[config.mk]
export PLATFORM = sky130hd
export DESIGN_NAME = i2c_slave
export DESIGN_NICKNAME = d
export VERILOG_FILES = /design/src/rtl/i2c_slave.sv
export SDC_FILE = /design/constraint.sdc
export NUM_CORES = 1
export LEC_CHECK = 0
export CORE_ASPECT_RATIO = 0.7
export CORE_MARGIN = 10
export CORE_UTILIZATION = 35
export CTS_CLUSTER_SIZE = 30
export DETAILED_ROUTE_END_ITERATION = 6
export PLACE_DENSITY = 0.58
export SYNTH_ARGS = -nofsm -noshare
export SYNTH_HDL_FRONTEND = slang
export SYNTH_SLANG_ARGS = --single-unit
[constraint.sdc]
create_clock -name clk -period 3.2 [get_ports clk]
set_clock_uncertainty 0.15 [all_clocks]
set_input_delay 0.32 -clock clk [delete_from_list [all_inputs] [get_ports clk]]
set_output_delay 0.32 -clock clk [all_outputs]
set_load 0.02 [all_outputs]
[src/rtl/i2c_slave.sv]
// I2C target: 7-bit address match, byte write to rx_data, byte read from tx_data. Optional I2C_SLAVE_GLITCH_FILTER_EN.
// Latency: pin edge -> event 3 clk (5 with filter); sda_oe moves 4 clk after SCL fall (6 with filter).
// Backpressure: none; the host must present tx_data within half an SCL period of tx_req.
module i2c_slave #(
    parameter logic [6:0] SLAVE_ADDR = 7'h50
) (
    input  logic       clk,
    input  logic       rst,
    input  logic       scl_i,
    input  logic       sda_i,
    output logic       sda_oe,
    output logic [7:0] rx_data,
    output logic       rx_valid,
    input  logic [7:0] tx_data,
    output logic       tx_req,
    output logic       busy
);

    typedef enum logic [2:0] {
        IDLE, ADDR, ADDR_ACK, WR_DATA, WR_ACK, RD_DATA, RD_ACK, IGNORE
    } state_t;

    logic scl_s1_q, scl_s2_q, scl_s3_q;
    logic sda_s1_q, sda_s2_q, sda_s3_q;
    logic scl_line, sda_line;

    always_ff @(posedge clk) begin
        if (rst) begin
            scl_s1_q <= 1'b1;
            scl_s2_q <= 1'b1;
            sda_s1_q <= 1'b1;
            sda_s2_q <= 1'b1;
        end else begin
            scl_s1_q <= scl_i;
            scl_s2_q <= scl_s1_q;
            sda_s1_q <= sda_i;
            sda_s2_q <= sda_s1_q;
        end
    end

`ifdef I2C_SLAVE_GLITCH_FILTER_EN
    // Registered 3-sample majority: a level must persist 2 clk to pass.
    logic scl_h1_q, scl_h2_q, scl_f_q;
    logic sda_h1_q, sda_h2_q, sda_f_q;

    always_ff @(posedge clk) begin
        if (rst) begin
            scl_h1_q <= 1'b1;
            scl_h2_q <= 1'b1;
            scl_f_q  <= 1'b1;
            sda_h1_q <= 1'b1;
            sda_h2_q <= 1'b1;
            sda_f_q  <= 1'b1;
        end else begin
            scl_h1_q <= scl_s2_q;
            scl_h2_q <= scl_h1_q;
            scl_f_q  <= (scl_s2_q & scl_h1_q) | (scl_s2_q & scl_h2_q) | (scl_h1_q & scl_h2_q);
            sda_h1_q <= sda_s2_q;
            sda_h2_q <= sda_h1_q;
            sda_f_q  <= (sda_s2_q & sda_h1_q) | (sda_s2_q & sda_h2_q) | (sda_h1_q & sda_h2_q);
        end
    end

    assign scl_line = scl_f_q;
    assign sda_line = sda_f_q;
`else
    assign scl_line = scl_s2_q;
    assign sda_line = sda_s2_q;
`endif

    logic scl_rise_q, scl_fall_q, start_q, stop_q;

    always_ff @(posedge clk) begin
        if (rst) begin
            scl_s3_q   <= 1'b1;
            sda_s3_q   <= 1'b1;
            scl_rise_q <= 1'b0;
            scl_fall_q <= 1'b0;
            start_q    <= 1'b0;
            stop_q     <= 1'b0;
        end else begin
            scl_s3_q   <= scl_line;
            sda_s3_q   <= sda_line;
            scl_rise_q <= scl_line & ~scl_s3_q;
            scl_fall_q <= ~scl_line & scl_s3_q;
            start_q    <= scl_line & scl_s3_q & ~sda_line & sda_s3_q;
            stop_q     <= scl_line & scl_s3_q & sda_line & ~sda_s3_q;
        end
    end

    state_t     state_q, state_d;
    logic [3:0] bit_cnt_q, bit_cnt_d;
    logic [7:0] shift_q, shift_d;
    logic [7:0] tx_shift_q, tx_shift_d;
    logic [7:0] rx_data_q, rx_data_d;
    logic       sda_oe_q, sda_oe_d;
    logic       rx_valid_q, rx_valid_d;
    logic       tx_req_q, tx_req_d;
    logic       rw_q, rw_d;
    logic       mack_q, mack_d;

    always_ff @(posedge clk) begin
        if (rst) begin
            state_q    <= IDLE;
            bit_cnt_q  <= 4'd0;
            shift_q    <= 8'h00;
            tx_shift_q <= 8'h00;
            rx_data_q  <= 8'h00;
            sda_oe_q   <= 1'b0;
            rx_valid_q <= 1'b0;
            tx_req_q   <= 1'b0;
            rw_q       <= 1'b0;
            mack_q     <= 1'b0;
        end else begin
            state_q    <= state_d;
            bit_cnt_q  <= bit_cnt_d;
            shift_q    <= shift_d;
            tx_shift_q <= tx_shift_d;
            rx_data_q  <= rx_data_d;
            sda_oe_q   <= sda_oe_d;
            rx_valid_q <= rx_valid_d;
            tx_req_q   <= tx_req_d;
            rw_q       <= rw_d;
            mack_q     <= mack_d;
        end
    end

    always_comb begin
        state_d    = state_q;
        bit_cnt_d  = bit_cnt_q;
        shift_d    = shift_q;
        tx_shift_d = tx_shift_q;
        rx_data_d  = rx_data_q;
        sda_oe_d   = sda_oe_q;
        rx_valid_d = 1'b0;
        tx_req_d   = 1'b0;
        rw_d       = rw_q;
        mack_d     = mack_q;

        if (stop_q) begin
            state_d   = IDLE;
            sda_oe_d  = 1'b0;
            bit_cnt_d = 4'd0;
        end else if (start_q) begin
            state_d   = ADDR;
            sda_oe_d  = 1'b0;
            bit_cnt_d = 4'd0;
            shift_d   = 8'h00;
        end else begin
            case (state_q)
                ADDR, WR_DATA: begin
                    // sda_s3_q is the SDA level aligned with the registered SCL rise.
                    if (scl_rise_q && bit_cnt_q < 4'd8) begin
                        shift_d   = {shift_q[6:0], sda_s3_q};
                        bit_cnt_d = bit_cnt_q + 4'd1;
                    end else if (scl_fall_q && bit_cnt_q == 4'd8) begin
                        bit_cnt_d = 4'd0;
                        if (state_q == WR_DATA) begin
                            rx_data_d  = shift_q;
                            rx_valid_d = 1'b1;
                            sda_oe_d   = 1'b1;
                            state_d    = WR_ACK;
                        end else if (shift_q[7:1] == SLAVE_ADDR) begin
                            rw_d     = shift_q[0];
                            sda_oe_d = 1'b1;
                            state_d  = ADDR_ACK;
                        end else begin
                            sda_oe_d = 1'b0;
                            state_d  = IGNORE;
                        end
                    end
                end
                ADDR_ACK: begin
                    if (scl_rise_q && rw_q) begin
                        tx_req_d = 1'b1;
                    end else if (scl_fall_q) begin
                        if (rw_q) begin
                            tx_shift_d = {tx_data[6:0], 1'b0};
                            sda_oe_d   = ~tx_data[7];
                            bit_cnt_d  = 4'd1;
                            state_d    = RD_DATA;
                        end else begin
                            sda_oe_d  = 1'b0;
                            bit_cnt_d = 4'd0;
                            shift_d   = 8'h00;
                            state_d   = WR_DATA;
                        end
                    end
                end
                WR_ACK: begin
                    if (scl_fall_q) begin
                        sda_oe_d = 1'b0;
                        shift_d  = 8'h00;
                        state_d  = WR_DATA;
                    end
                end
                RD_DATA: begin
                    if (scl_fall_q) begin
                        if (bit_cnt_q == 4'd8) begin
                            sda_oe_d  = 1'b0;
                            bit_cnt_d = 4'd0;
                            state_d   = RD_ACK;
                        end else begin
                            sda_oe_d   = ~tx_shift_q[7];
                            tx_shift_d = {tx_shift_q[6:0], 1'b0};
                            bit_cnt_d  = bit_cnt_q + 4'd1;
                        end
                    end
                end
                RD_ACK: begin
                    if (scl_rise_q) begin
                        mack_d   = sda_s3_q;
                        tx_req_d = ~sda_s3_q;
                    end else if (scl_fall_q) begin
                        if (!mack_q) begin
                            tx_shift_d = {tx_data[6:0], 1'b0};
                            sda_oe_d   = ~tx_data[7];
                            bit_cnt_d  = 4'd1;
                            state_d    = RD_DATA;
                        end else begin
                            sda_oe_d = 1'b0;
                            state_d  = IGNORE;
                        end
                    end
                end
                IGNORE:  sda_oe_d = 1'b0;
                default: sda_oe_d = 1'b0;
            endcase
        end
    end

    assign sda_oe   = sda_oe_q;
    assign rx_data  = rx_data_q;
    assign rx_valid = rx_valid_q;
    assign tx_req   = tx_req_q;
    assign busy     = (state_q == ADDR_ACK) || (state_q == WR_DATA) || (state_q == WR_ACK) ||
                      (state_q == RD_DATA)  || (state_q == RD_ACK);

endmodule

==> metrics.md, run 1 <==
| Metric | Value |
|---|---|
| Reg-to-reg critical path endpoint | shift_q[0] |
| Post-synth top area cell | sky130_fd_sc_hd__dfxtp_1 |
| Sequential share of power | just over 40% |
| Worst slack, placed | 0.7567 ns |
| Actual transition at the worst max-transition pin | about 1 ns |
| Clock tree sinks | 45 |
| Portion of the post-synthesis area used by sequential elements | 39.26% |
| Maximum operating frequency | 0.3712 GHz |
| First-pass iteration count of the detailed router | 4 |
| Headroom to the max-slew limit | about a third |
| Horizontal die dimension | 116.8 µm |
| Max cap viols | 0 |
| Antenna Violating Nets Remaining | 0 |
| Overall overflow remaining after global route | 0 |
| Via count of the first global-routing pass | between 1,500 and 2,000 |
| Data arrival time of the critical path | about 2.2 ns |
| Commonest non-fill, non-tap cells in the layout | sky130_fd_sc_hd__dfxtp_1, sky130_fd_sc_hd__nor2_1, sky130_fd_sc_hd__mux2i_1, sky130_fd_sc_hd__clkdlybuf4s50_1, sky130_fd_sc_hd__nand2b_1 |
| Global routing usage summed across all routing layers | under 10% |
| Count of cells along the worst hold path | 1 |
| Switch share | between 30% and 40% |
| Unrepaired setup endpoints after global routing | false |
| Initial Utilization | between 30 and 40% |
| HP Start | scl_s1_q |
| Total CTS buffers | 5 |
| FILL cells | approximately 640 |
| WHS Endpoint | scl_line |
| Post-synthesis average cell area | 9.443 µm² |
| Total routed wirelength | 4.867 mm |
| Primary flip-flop cell chosen by synthesis mapping | sky130_fd_sc_hd__dfxtp_1 |
| DR WL met2 | ~1.9 mm |
| Number of cells upsized or downsized after cts | 0 |
| Number of failing hold endpoints at the final stage | 0 |
| TritonCTS clock tree | yes |
| Classification of the worst-slack hold path | reg -> reg |
| Category of the worst setup path launch point | flip-flop |
| Start-to-end type of the worst setup path | reg -> out |
| Crit path required time | ~2.7 ns |
| Fraction of layout cells with a size suffix above 1 | about 11% |
| Total length of routed met3 wires | around 300 µm |
| R2R Path Start | state_q[2] |
| Mapped Cells | 243 |
| Worst-skew pair later-pin latency | slightly below 0.3 ns |
| Total die area | slightly above 10,000 µm² |
| Fraction of synthesis flops using an asynchronous set or reset pin | 0% |
| Biggest area contributors in the synthesized netlist | sky130_fd_sc_hd__dfxtp_1, sky130_fd_sc_hd__mux2i_1, sky130_fd_sc_hd__nor2_1, sky130_fd_sc_hd__nand2b_1, sky130_fd_sc_hd__nand2_1 |
| Detailed placement HPWL | around 3.5 mm |
| Cts-stage hold buffer count | 0 |
| Post-route clock period utilization | 84.19% |
| Number of synthesized flops with an enable pin | 0 |
| Clock buffer depth | 2 |
| Setup TNS | 0 ns |
| DP Area | around 2500 µm² |
| Number of diodes added for antenna fixing | 0 |
| Power share of the clock group | between 20 and 25% |
| Worst-path fanout max | 22 |
| Leakage | about 1.1 nW |
| # IOs | 24 |
| Port-buffer cells | 23 |
| Smallest setup slack after layout | roughly 0.51 ns |
| Synth-to-layout area growth | 15.49% |
| Wire length of the first global-routing pass | around 8.4 mm |
| Switching component of the power | approximately 0.00062 W |
| Status | finished clean |
| Number of H-tree branching levels | 2 |
| Largest vdd supply drop | approximately 0.24 mV |
| Die Y | roughly 88 µm |
| Min Clock Period, post-route | 2.694 ns |
| Cell Pwr Density | roughly 640 nW/µm² |
| Post-CTS setup buffers | 0 |
| Number of synthesized register bits | between 40 and 50 |
| Element type at the critical path end | primary output |
| Post-synthesis instance area | 2295 µm² |
| Routed met1 length | roughly 2.6 mm |
| Fraction of post-synthesis cell area in the top cell type by area | roughly 39% |
| Hold slack | ~0.27 ns |
| Distinct cells, synth | between 50 and 60 |
| Total internal power | approximately 0.0011 W |
| Std-Cell Rows | 24 |
| Routed WL per cell | ~14 µm |
| Number of setup violations in the final report | 0 |
| Placer's final routability congestion estimate | roughly 0.88 |
| Relative contribution of combinational cells to total power | between 30% and 40% |
| Largest net degree at the start of global routing | 27 |
| Reg clk slew, reported paths | 0.09 ns |
| Antenna violations before repair | 0 |
| Post-route non-filler standard cell count | 340 |
| Final layout net count | approximately 280 |
| Mean number of vias per cell | 5.253 |
| Highest routed metal layer | met4 |
| Most common cell after layout, fill and taps aside | sky130_fd_sc_hd__dfxtp_1 |
| Total vias in the final route | about 1,800 |
| Syn nets | between 200 and 300 |
| YS warnings | 0 |
| Initial DRC count | between 90 and 100 |
| Root Buffer | sky130_fd_sc_hd__clkbuf_8 |
| Post-layout instance area | 2650 µm² |
| Placed insts | about 330 |
| Number of cells on the worst reg-to-reg path | 5 |
| Core outline area | about 6300 µm² |
| Fin. max-slew vios | 0 |
| Post-route DRC violation count | 0 |
| Worst reg2reg setup slack | 0.72 ns |
[worst max-delay path, cell delays in order (launching register included)]
cell and delay (ns):
sky130_fd_sc_hd__dfxtp_1 0.81, sky130_fd_sc_hd__nand2b_1 0.21, sky130_fd_sc_hd__o21ai_0 0.25, sky130_fd_sc_hd__clkdlybuf4s50_1 0.65
[flip-flops by register name, indices dropped and copies added (netlist names), 3 cells and up]
| register | count |
|---|---|
| bit_cnt_q | 4 |
| shift_q | 8 |
| tx_shift_q | 7 |
| rx_data | 8 |
| state_q | 3 |
[Yosys cell counts (all sizes together) (4+ instances only)]
cell    count
dfxtp      45
nor2       29
mux2i      26
nand2b     17
nand2      13
buf        10
nor3        9
o21ai       9
a211oi      8
or2         7
a21oi       5
nand3b      5
nor3b       5
clkbuf      4
inv         4
nor2b       4
o211ai      4
[routing by layer]
| metal | global-route usage, % | vias up |
|---|---|---|
| met5 | 0 | - |
| met4 | 2.349 | 0 |
| met3 | 3.415 | 4 |
| met2 | 13.55 | 42 |
| met1 | 14.38 | 831 |
| li1 | - | 909 |
[cell families (layout without fill, tap and decap cells)]
logic type	after synthesis	count (layout)	synth area share, %
mux	26	26	11.34
simple gates	106	106	27.54
buf+inv	18	37	4.471
flops	45	45	39.26
xor+xnor	2	2	0.7635
compound gates	43	43	14.99
fa+ha+maj	3	3	1.636
[worst max-delay path by stage]
stage / from / endpoint / slack (ns)
6_report: state_q[2] / busy / 0.51
5_1_grt: state_q[2] / busy / 0.29
4_1_cts: state_q[2] / busy / 0.52
3_5_place_dp: state_q[2] / shift_q[0] / 0.76
3_3_place_gp: state_q[0] / shift_q[3] / 0.81
2_1_floorplan: bit_cnt_q[0] / bit_cnt_q[3] / 1.38
[stage by stage]
step	utilization [%]	total power (W)
final	42.02	0.001691
after global routing	42.02	0.001809
after CTS	42.02	0.001708
after detailed placement	40.44	0.001321
after global placement	40.44	0.001318
after floorplan	-	0.001199
[area by class of cell]
| cell class | count | area, µm² | area share [%] |
|---|---|---|---|
| Tap cell | 78 | 97.59 | 3.683 |
| Sequential cell | 45 | 900.9 | 33.99 |
| Clock inverter | 2 | 17.52 | 0.6610 |
| Inverter | 4 | 15.01 | 0.5666 |
| Timing Repair Buffer | 25 | 245.2 | 9.254 |
| Multi-Input combinational cell | 180 | 1291 | 48.73 |
| Clock buffer | 6 | 82.58 | 3.116 |
[power by group through the flow]
stage,logic (W),clock network [W],registers (W)
2_1_floorplan,0.000539,0,0.000659
3_3_place_gp,0.000606,0,0.000712
3_5_place_dp,0.000610,0,0.000711
4_1_cts,0.000616,0.000393,0.000699
5_1_grt,0.000677,0.000418,0.000713
6_report,0.000614,0.000378,0.000699
Note: power is estimated with default switching activity, not from simulation.
==> run 2: changes to the inputs <==
PLACE_DENSITY = 0.6   (was 0.58)
clock period = 2.26 ns   (was 3.2 ns; I/O delays follow)
==> metrics.md, run 2 (synthesized netlist as in run 1, its figures left out) <==
| Metric | Value |
|---|---|
| Status | finished clean |
| Routed WL per cell | 14.67 µm (+2.5%) |
| Initial Utilization | 36.39% (unchanged) |
| Fin. max-slew vios | 0 (unchanged) |
| Min Clock Period, post-route | roughly 2 ns |
| Clock tree sinks | 45 (unchanged) |
| Number of failing hold endpoints at the final stage | 0 (unchanged) |
| Classification of the worst-slack hold path | reg -> reg |
| Headroom to the max-slew limit | 55.87% (+21 points) |
| Post-route DRC violation count | 0 (unchanged) |
| Overall power consumption | 0.002408 W (+42%) |
| Maximum operating frequency | ~0.49 GHz |
| Total CTS buffers | 5 (unchanged) |
| Horizontal die dimension | 116.8 µm (unchanged) |
| Detailed placement HPWL | 3.755 mm (+6.5%) |
| Crit path required time | 2.34 ns (-0.39 ns) |
| Placer's final routability congestion estimate | 0.8981 (+2.2%) |
| Antenna Violating Nets Remaining | 0 (unchanged) |
| Actual transition at the worst max-transition pin | 0.6568 ns (-0.3237 ns) |
| Setup TNS | 0 ns (unchanged) |
| Data arrival time of the critical path | 2.13 ns (-0.09 ns) |
| Synth-to-layout area growth | 17.61% |
| Worst-skew pair later-pin latency | 0.29 ns (about the same) |
| Leakage | 1.107 nW (+3.5%) |
| Antenna violations before repair | 0 (unchanged) |
| Mean number of vias per cell | 5.280 (+0.51%) |
| Largest net degree at the start of global routing | 31 (+15%) |
| Via count of the first global-routing pass | 1,736 (+1.3%) |
| Fraction of layout cells with a size suffix above 1 | 13.75% (+2.7 points) |
| TritonCTS clock tree | yes |
| Total die area | 10,250 µm² (unchanged) |
| Worst slack, placed | 0.2292 ns (-0.5275 ns) |
| Smallest setup slack after layout | 0.2120 ns (-0.2940 ns) |
| Total routed wirelength | 5.091 mm (+4.6%) |
| Post-route clock period utilization | between 90% and 100% |
| First-pass iteration count of the detailed router | 4 (unchanged) |
| Worst-path fanout max | 14 (-36%) |
| Total vias in the final route | 1,832 (+2.6%) |
| Final layout net count | 283 (+2.5%) |
| Category of the worst setup path launch point | flip-flop |
| Port-buffer cells | 23 (unchanged) |
| Initial DRC count | 128 (+36%) |
| # IOs | 24 (unchanged) |
| Number of H-tree branching levels | 2 (unchanged) |
| Die Y | 87.75 µm (unchanged) |
| Max cap viols | 0 (unchanged) |
| Post-CTS setup buffers | 0 (unchanged) |
| Wire length of the first global-routing pass | 8.666 mm (+3.5%) |
| Element type at the critical path end | flip-flop |
| Reg clk slew, reported paths | 0.09 ns (about the same) |
| Cell Pwr Density | 892.4 nW/µm² (+40%) |
| Largest vdd supply drop | 0.3492 mV (+47%) |
| Number of setup violations in the final report | 0 (unchanged) |
| Std-Cell Rows | 24 (unchanged) |
| Root Buffer | sky130_fd_sc_hd__clkbuf_8 |
| Number of diodes added for antenna fixing | 0 (unchanged) |
| Core outline area | 6306 µm² (unchanged) |
| Most common cell after layout, fill and taps aside | sky130_fd_sc_hd__dfxtp_1 |
| Overall overflow remaining after global route | 0 (unchanged) |
| Global routing usage summed across all routing layers | 10.27% (+0.36 points) |
| Clock buffer depth | 2 (unchanged) |
| Start-to-end type of the worst setup path | reg -> reg |
| Unrepaired setup endpoints after global routing | false |
| Hold slack | 0.2648 ns (-0.0007390 ns) |
| Commonest non-fill, non-tap cells in the layout | sky130_fd_sc_hd__dfxtp_1, sky130_fd_sc_hd__nor2_1, sky130_fd_sc_hd__mux2i_1, sky130_fd_sc_hd__clkdlybuf4s50_1, sky130_fd_sc_hd__nand2b_1 |
==> run 2: changes by cell type in the layout (fill, tap and decap cells not counted) <==
cell,change
sky130_fd_sc_hd__dfxtp_2,+1
sky130_fd_sc_hd__clkinv_2,+1
sky130_fd_sc_hd__dfxtp_1,-1
sky130_fd_sc_hd__inv_6,-1
sky130_fd_sc_hd__buf_4,+7
sky130_fd_sc_hd__clkdlybuf4s50_1,-1
sky130_fd_sc_hd__dlygate4sd2_1,+1
==> run 2: report_power, final <==
group | switching [W] | internal (W) | total (W)
registers | 0.0000777 | 0.000867 | 0.000944
clock network | 0.000281 | 0.000248 | 0.000529
logic | 0.000526 | 0.000409 | 0.000935
total | 0.000885 | 0.00152 | 0.00241
==> run 2: path summary, 6_finish.rpt <==
check                                start            end  slack, ns  depth (start not counted)
worst max-delay path            state_q[0]  tx_shift_q[1]       0.21                          7
worst min-delay path              sda_s1_q       sda_line       0.26                          1
worst max register to register  state_q[0]  tx_shift_q[1]       0.21                          7
worst min register to register    sda_s1_q       sda_line       0.26                          1
==> run 2: metrics by stage <==
| stage | utilization [%] | cells | cell area [µm²] |
|---|---|---|---|
| 2_1_floorplan | - | 243 | 2295 |
| 3_3_place_gp | 41.27 | 339 | 2603 |
| 3_5_place_dp | 41.27 | 339 | 2603 |
| 4_1_cts | 42.80 | 347 | 2699 |
| 5_1_grt | 42.80 | 347 | 2699 |
| 6_report | 42.80 | 347 | 2699 |
==> run 2: layer usage <==
layer  vias to the layer above  wire length [µm]  track usage, %
met5                         -                 0               0
met4                         0                19           1.678
met3                         2               358           3.962
met2                        46              2082           14.01
met1                       867              2631           14.94
li1                        917                 -               -
==> run 2: worst max-delay path, stage by stage, from the launching register on <==
cell and delay (ns):
sky130_fd_sc_hd__dfxtp_1 0.61, sky130_fd_sc_hd__buf_4 0.25, sky130_fd_sc_hd__nand3b_4 0.20, sky130_fd_sc_hd__o221ai_2 0.27, sky130_fd_sc_hd__nor3_4 0.06, sky130_fd_sc_hd__buf_4 0.19
sky130_fd_sc_hd__nand2b_1 0.15, sky130_fd_sc_hd__a21oi_1 0.11
==> run 2: final cells by class <==
type	instances	area (µm²)
clock buffers	6	82.58
clock inverters	2	13.76
fillers	630	3607
inverters	4	15.01
multi-input cells	180	1291
flip-flops and latches	45	902.1
well taps	78	97.59
repair buffers	32	296.5
==> run 2: timing repair <==
action,in CTS,in global routing
gates resized for setup,2,0
hold buffers,0,0
setup endpoints to repair,1,0
==> run 3: changes to the inputs <==
CTS_BUF_LIST = sky130_fd_sc_hd__clkbuf_4 sky130_fd_sc_hd__clkbuf_8 sky130_fd_sc_hd__clkbuf_16   (was unset)
==> results of run 3 <==
Same layout as run 2: the final DEF is identical, and so are final timing and power.
